### src/rtl/fp_addsub_arbiter.sv
// Two-requester round-robin front end for a fixed-latency FP add/sub datapath.
// Issues one operation per cycle, tracks requester tags through the pipe and returns tagged results.
module fp_addsub_arbiter #(
  parameter int unsigned DataSize = 32,
  parameter int unsigned Latency  = 3
) (
  input  logic                Clk,
  input  logic                Reset,
  input  logic                Req0Valid,
  output logic                Req0Ready,
  input  logic [DataSize-1:0] Req0Op1,
  input  logic [DataSize-1:0] Req0Op2,
  input  logic                Req0Operation,
  input  logic                Req1Valid,
  output logic                Req1Ready,
  input  logic [DataSize-1:0] Req1Op1,
  input  logic [DataSize-1:0] Req1Op2,
  input  logic                Req1Operation,
  input  logic                Flush,
  output logic                IssueValid,
  output logic [DataSize-1:0] IssueOp1,
  output logic [DataSize-1:0] IssueOp2,
  output logic                IssueOperation,
  input  logic [DataSize-1:0] PipeResult,
  output logic                Resp0Valid,
  output logic                Resp1Valid,
  output logic [DataSize-1:0] RespResult,
  output logic [3:0]          InFlight,
  output logic                Busy
);

  localparam int unsigned CntW = 4;

  // last_grant_q = 1 means requester 1 won last, so requester 0 wins the next contention
  logic                last_grant_q, last_grant_d;
  logic                grant0_c, grant1_c, accept_c, resp_fire_c;

  logic                issue_valid_q, issue_valid_d;
  logic [DataSize-1:0] issue_op1_q, issue_op1_d;
  logic [DataSize-1:0] issue_op2_q, issue_op2_d;
  logic                issue_operation_q, issue_operation_d;

  logic [Latency:0]    vld_q, vld_d;
  logic [Latency:0]    tag_q, tag_d;

  logic                resp0_valid_q, resp0_valid_d;
  logic                resp1_valid_q, resp1_valid_d;
  logic [DataSize-1:0] resp_result_q, resp_result_d;
  logic [CntW-1:0]     inflight_q, inflight_d;
  logic                busy_q, busy_d;

  // Round-robin grant; nothing is granted while flushing or in reset
  always_comb begin
    grant0_c = 1'b0;
    grant1_c = 1'b0;
    if (!Reset && !Flush) begin
      if (Req0Valid && (!Req1Valid || last_grant_q)) begin
        grant0_c = 1'b1;
      end else if (Req1Valid) begin
        grant1_c = 1'b1;
      end
    end
  end

  assign accept_c    = grant0_c | grant1_c;
  assign resp_fire_c = vld_q[Latency] & ~Flush;

  always_comb begin
    last_grant_d      = last_grant_q;
    issue_valid_d     = accept_c;
    issue_op1_d       = issue_op1_q;
    issue_op2_d       = issue_op2_q;
    issue_operation_d = issue_operation_q;
    vld_d             = {vld_q[Latency-1:0], accept_c};
    tag_d             = {tag_q[Latency-1:0], grant1_c};
    resp0_valid_d     = resp_fire_c & ~tag_q[Latency];
    resp1_valid_d     = resp_fire_c &  tag_q[Latency];
    resp_result_d     = resp_result_q;
    inflight_d        = inflight_q + CntW'(accept_c) - CntW'(resp_fire_c);

    if (accept_c) begin
      last_grant_d      = grant1_c;
      issue_op1_d       = grant1_c ? Req1Op1 : Req0Op1;
      issue_op2_d       = grant1_c ? Req1Op2 : Req0Op2;
      issue_operation_d = grant1_c ? Req1Operation : Req0Operation;
    end

    if (resp_fire_c) begin
      resp_result_d = PipeResult;
    end

    // Flush drops every tracked op; datapath results for them are never captured
    if (Flush) begin
      vld_d      = '0;
      inflight_d = '0;
    end

    busy_d = (inflight_d != '0);
  end

  always_ff @(posedge Clk or posedge Reset) begin
    if (Reset) begin
      last_grant_q      <= 1'b1;
      issue_valid_q     <= 1'b0;
      issue_op1_q       <= '0;
      issue_op2_q       <= '0;
      issue_operation_q <= 1'b0;
      vld_q             <= '0;
      tag_q             <= '0;
      resp0_valid_q     <= 1'b0;
      resp1_valid_q     <= 1'b0;
      resp_result_q     <= '0;
      inflight_q        <= '0;
      busy_q            <= 1'b0;
    end else begin
      last_grant_q      <= last_grant_d;
      issue_valid_q     <= issue_valid_d;
      issue_op1_q       <= issue_op1_d;
      issue_op2_q       <= issue_op2_d;
      issue_operation_q <= issue_operation_d;
      vld_q             <= vld_d;
      tag_q             <= tag_d;
      resp0_valid_q     <= resp0_valid_d;
      resp1_valid_q     <= resp1_valid_d;
      resp_result_q     <= resp_result_d;
      inflight_q        <= inflight_d;
      busy_q            <= busy_d;
    end
  end

  assign Req0Ready      = grant0_c;
  assign Req1Ready      = grant1_c;
  assign IssueValid     = issue_valid_q;
  assign IssueOp1       = issue_op1_q;
  assign IssueOp2       = issue_op2_q;
  assign IssueOperation = issue_operation_q;
  assign Resp0Valid     = resp0_valid_q;
  assign Resp1Valid     = resp1_valid_q;
  assign RespResult     = resp_result_q;
  assign InFlight       = inflight_q;
  assign Busy           = busy_q;

endmodule

### config.mk
export PLATFORM = sky130hd
export DESIGN_NAME = fp_addsub_arbiter
export DESIGN_NICKNAME = d
export VERILOG_FILES = /design/src/rtl/fp_addsub_arbiter.sv
export SDC_FILE = /design/constraint.sdc
export NUM_CORES = 1
export LEC_CHECK = 0
export CORE_MARGIN = 2
export CORE_UTILIZATION = 43
export CTS_CLUSTER_DIAMETER = 30
export CTS_CLUSTER_SIZE = 28
export DETAILED_ROUTE_END_ITERATION = 8
export GPL_TIMING_DRIVEN = 0
export MAX_ROUTING_LAYER = met4
export PLACE_DENSITY = 0.95
export SYNTH_ARGS = -nofsm -noshare
export SYNTH_HDL_FRONTEND = slang
export SYNTH_SLANG_ARGS = --single-unit
### constraint.sdc
create_clock -name Clk -period 8.2 [get_ports Clk]
set_clock_uncertainty 0.1 [all_clocks]
set_input_delay 1.64 -clock Clk [delete_from_list [all_inputs] [get_ports Clk]]
set_output_delay 1.64 -clock Clk [all_outputs]
set_load 0.01 [all_outputs]
==> impl_results.md <==
* Number of synthesized flops with an enable pin at 0
* Unrepaired setup endpoints after global routing: false
* Endpoint, Worst Hold: tag_q[1]
* Initial core utilization at 43.6%
* Synthesized flop and latch total at roughly 110
* Root Driver: clkbuf_16
* Vias at approximately 5700
* I/O pin count at about 270
* Synth cell types at 28
* Pwr/cell area at 230 nW/um2
* Drt drc at 0
* Worst-Skew Late Latency at between 0.4 and 0.5 ns
* FFs w/ async S/R, synth at 100%
* Leading area contributor after synthesis: dfrtp_1
* Core Footprint at around 12000 um2
* Dpl cells at ~990
* PostCTS Resize Cnt at 0
* Chip height at roughly 110 um
* Predominant post-synthesis flop cell: dfrtp_1
* Gr ovfl total at 0
* Via density at 5.59
* Clk slew on worst S/H paths at about 0.050 ns
* Mean cell area of the mapped netlist at roughly 9 um2
* Top cells by count, synth: 113 x dfrtp_1, 98 x nand2_1, 68 x a21oi_1, 67 x nand3_1, 66 x a31oi_1
* CP endpoint kind: primary output
* Worst r2r src: vld_q[3]
* CTS tree: yes
* Logic pwr share at between 20% and 30%
* Hold Crit Depth at 0
* Period minus WS final at between 5 and 6 ns
* Leakage power at ~0.0036 uW
* Largest net degree at the start of global routing at 64
* Pin slew with the least headroom to its limit at approximately 0.7 ns
* DIE WIDTH at about 110 um
* Total CTS buffers at 17
* Fmax at approximately 180 MHz
* Final Non-Filler Cells at 1026
* Cell internal pwr at 1470 uW
* Top-count cell post-synth: dfrtp_1
* Worst hold start: tag_q[0]
* Post-DRT Antenna Nets at 0
* GRT Total Usage at between 30 and 40%
* CTS Buffer Depth at 2
* Total power at roughly 2000 uW
* Sequential element share of the synthesized area at 55.1%
* Post-Syn Area at between 5000 and 6000 um2
* CP max stage delay at between 0.5 and 0.6 ns
* H-tree Lvls at 4
* Final hold vios at 0
* Maximum VDD drop at around 0.13 mV
* Clk network pwr share at between 30% and 40%
* Net Sw Power at ~550 uW
* FF-to-FF path depth at 10
* Crit path cell chain: clkdlybuf4s50_1 > nor2_1 > buf_4 > buf_2 > nand2_1 > a21oi_1 > clkdlybuf4s50_1
* Post-CTS Setup Bufs at 0
* CP Max Fanout at 10
* ANT cells at 0
* Setup-failing EPs final at 0
* Crit start category: primary input
* R2R Setup Slk at around 5.8 ns
* Sequential share of power at 34.9%
* Rows at 40
* Area Growth Syn to Fin at 69.4%
* Yosys top cell area share at 54.6%
* Net count of the mapped netlist at ~750
* Final slew viol count at 0
* Setup_tns at 0 ns
* Port Buffers at ~270
* CP Class: in2out
* Worst path required time at around 6.5 ns
* CTS Sinks at ~110
* Status: complete, no violations
* Max-slew headroom at between 50% and 60%
* Net switching fraction of the power at a little over a quarter
* Antenna violations before repair at 0
* Crit-path most repeated cell: clkdlybuf4s50_1
* Gpl congestion at 0.870
* 1st-iter DRT viols at 692
* Die area at 12900 um2
* Reg-to-reg endpoint: Busy
* Critical Path AT at roughly 3.9 ns
* Drt first pass iters at 5
* Vias in the first global route at 5797
* Layout Nets at 1038
* Wire length per cell at 19.0 um
* Worst min path class: reg2reg
* Share of post-route cells with drive strength above 1 at between 7 and 8%
* DP HPWL at about 14 mm
* Top cells by area, synth: dfrtp_1 55%, a31oi_1 8.0%, nand2_1 7.1%, a21oi_1 6.6%, nand3_1 6.5%
* Cell at the slowest stage of the critical path: clkdlybuf4s50_1
* Fin crit share at 68.8%
* Max Cap Viol at 0
* Final wirelength at approximately 20 mm
* Global-route wire length before repair at 29.9 mm
* Hold_buf cts at 0
* Ys Warns at 0
* Synth Instances at between 500 and 600
[area by class of cell]
class	count	area, um2
Buffer	59	295
Clock buffer	22	494
Clock inverter	10	153
Fill cell	796	3090
Inverter	8	32.5
Multi-Input combinational cell	392	2000
Sequential cell	114	2850
Tap cell	147	184
Timing Repair Buffer	274	2760
[power by group through the flow]
stage	registers, uW	logic, uW	clock network [uW]
5_1_grt	711	545	837
6_report	704	508	806
3_3_place_gp	702	489	0
2_1_floorplan	743	152	0
3_5_place_dp	709	503	0
4_1_cts	702	509	809
[stage by stage]
| stage | setup slack (ns) | cell area [um2] | utilization [%] | hold WS (ns) |
|---|---|---|---|---|
| floorplan | 3.45 | 5180 | - | 0.231 |
| global placement | 1.78 | 8090 | 68.2 | 0.233 |
| detailed placement | 2.63 | 8120 | 68.5 | 0.236 |
| CTS | 2.60 | 8770 | 73.9 | 0.248 |
| global route | 2.44 | 8770 | 73.9 | 0.255 |
| finish | 2.56 | 8770 | 73.9 | 0.247 |
[kinds of logic (layout without fill, tap and decap cells)]
group	count (synthesis)	in the layout	share of synthesized area (%)
AOI/OAI and AO/OA	201	201	21.1
xor gates and xnor gates	2	2	0.338
adders and majority gates	5	5	1.35
buffers and inverters	67	373	6.28
DFF	114	114	55.1
and+or+nand+nor	184	184	15.8
[registers in the layout, summed over array words and instances (netlist names)]
| name | flops |
|---|---|
| InFlight | 4 |
| IssueOp1 | 32 |
| IssueOperation | 1 |
| IssueOp2 | 32 |
| Resp0Valid | 1 |
| Busy | 1 |
| vld_q | 4 |
| last_grant_q | 1 |
| IssueValid | 1 |
| tag_q | 4 |
| Resp1Valid | 1 |
| RespResult | 32 |
[critical path: cells and delay by family]
family | cells | cell delay, ns
AOI/OAI and AO/OA | 1 | 0.14
buffers and inverters | 4 | 1.63
and+or+nand+nor | 2 | 0.48
[placed cells by master, fill, tap and decap left out, drive strengths merged]
master,count
clkinv,5
or3b,1
nor2,6
a21oi,68
or2,1
nor3b,1
o21ai,65
fa,1
dfrtp,113
ha,4
nand2,98
inv,8
dfstp,1
bufinv,4
a31oi,66
a41oi,1
nor2b,5
nand2b,1
xnor2,2
clkinvlp,1
clkdlybuf4s50,273
a21o,1
and2,4
nand3,67
buf,34
clkbuf,48
[routing by layer]
layer	share of wire (%)	track usage [%]	vias to the layer above	wire length, um
met4	3.6	13.5	0	693
met1	38	35.3	2703	7350
met3	8.8	8.40	63	1720
met2	50	51.4	356	9700
li1	-	-	2617	-
met5	0	-	-	0
[how the worst max path moves through the flow]
stage / depth (start not counted) / start / to
after floorplan: 1 / Reset / Busy
after CTS: 7 / Reset / Req0Ready
after global placement: 2 / Reset / IssueValid
after global routing: 7 / Reset / Req0Ready
after detailed placement: 7 / Reset / Req0Ready
final: 7 / Reset / Req0Ready
Power figures use the tool's default switching activity.
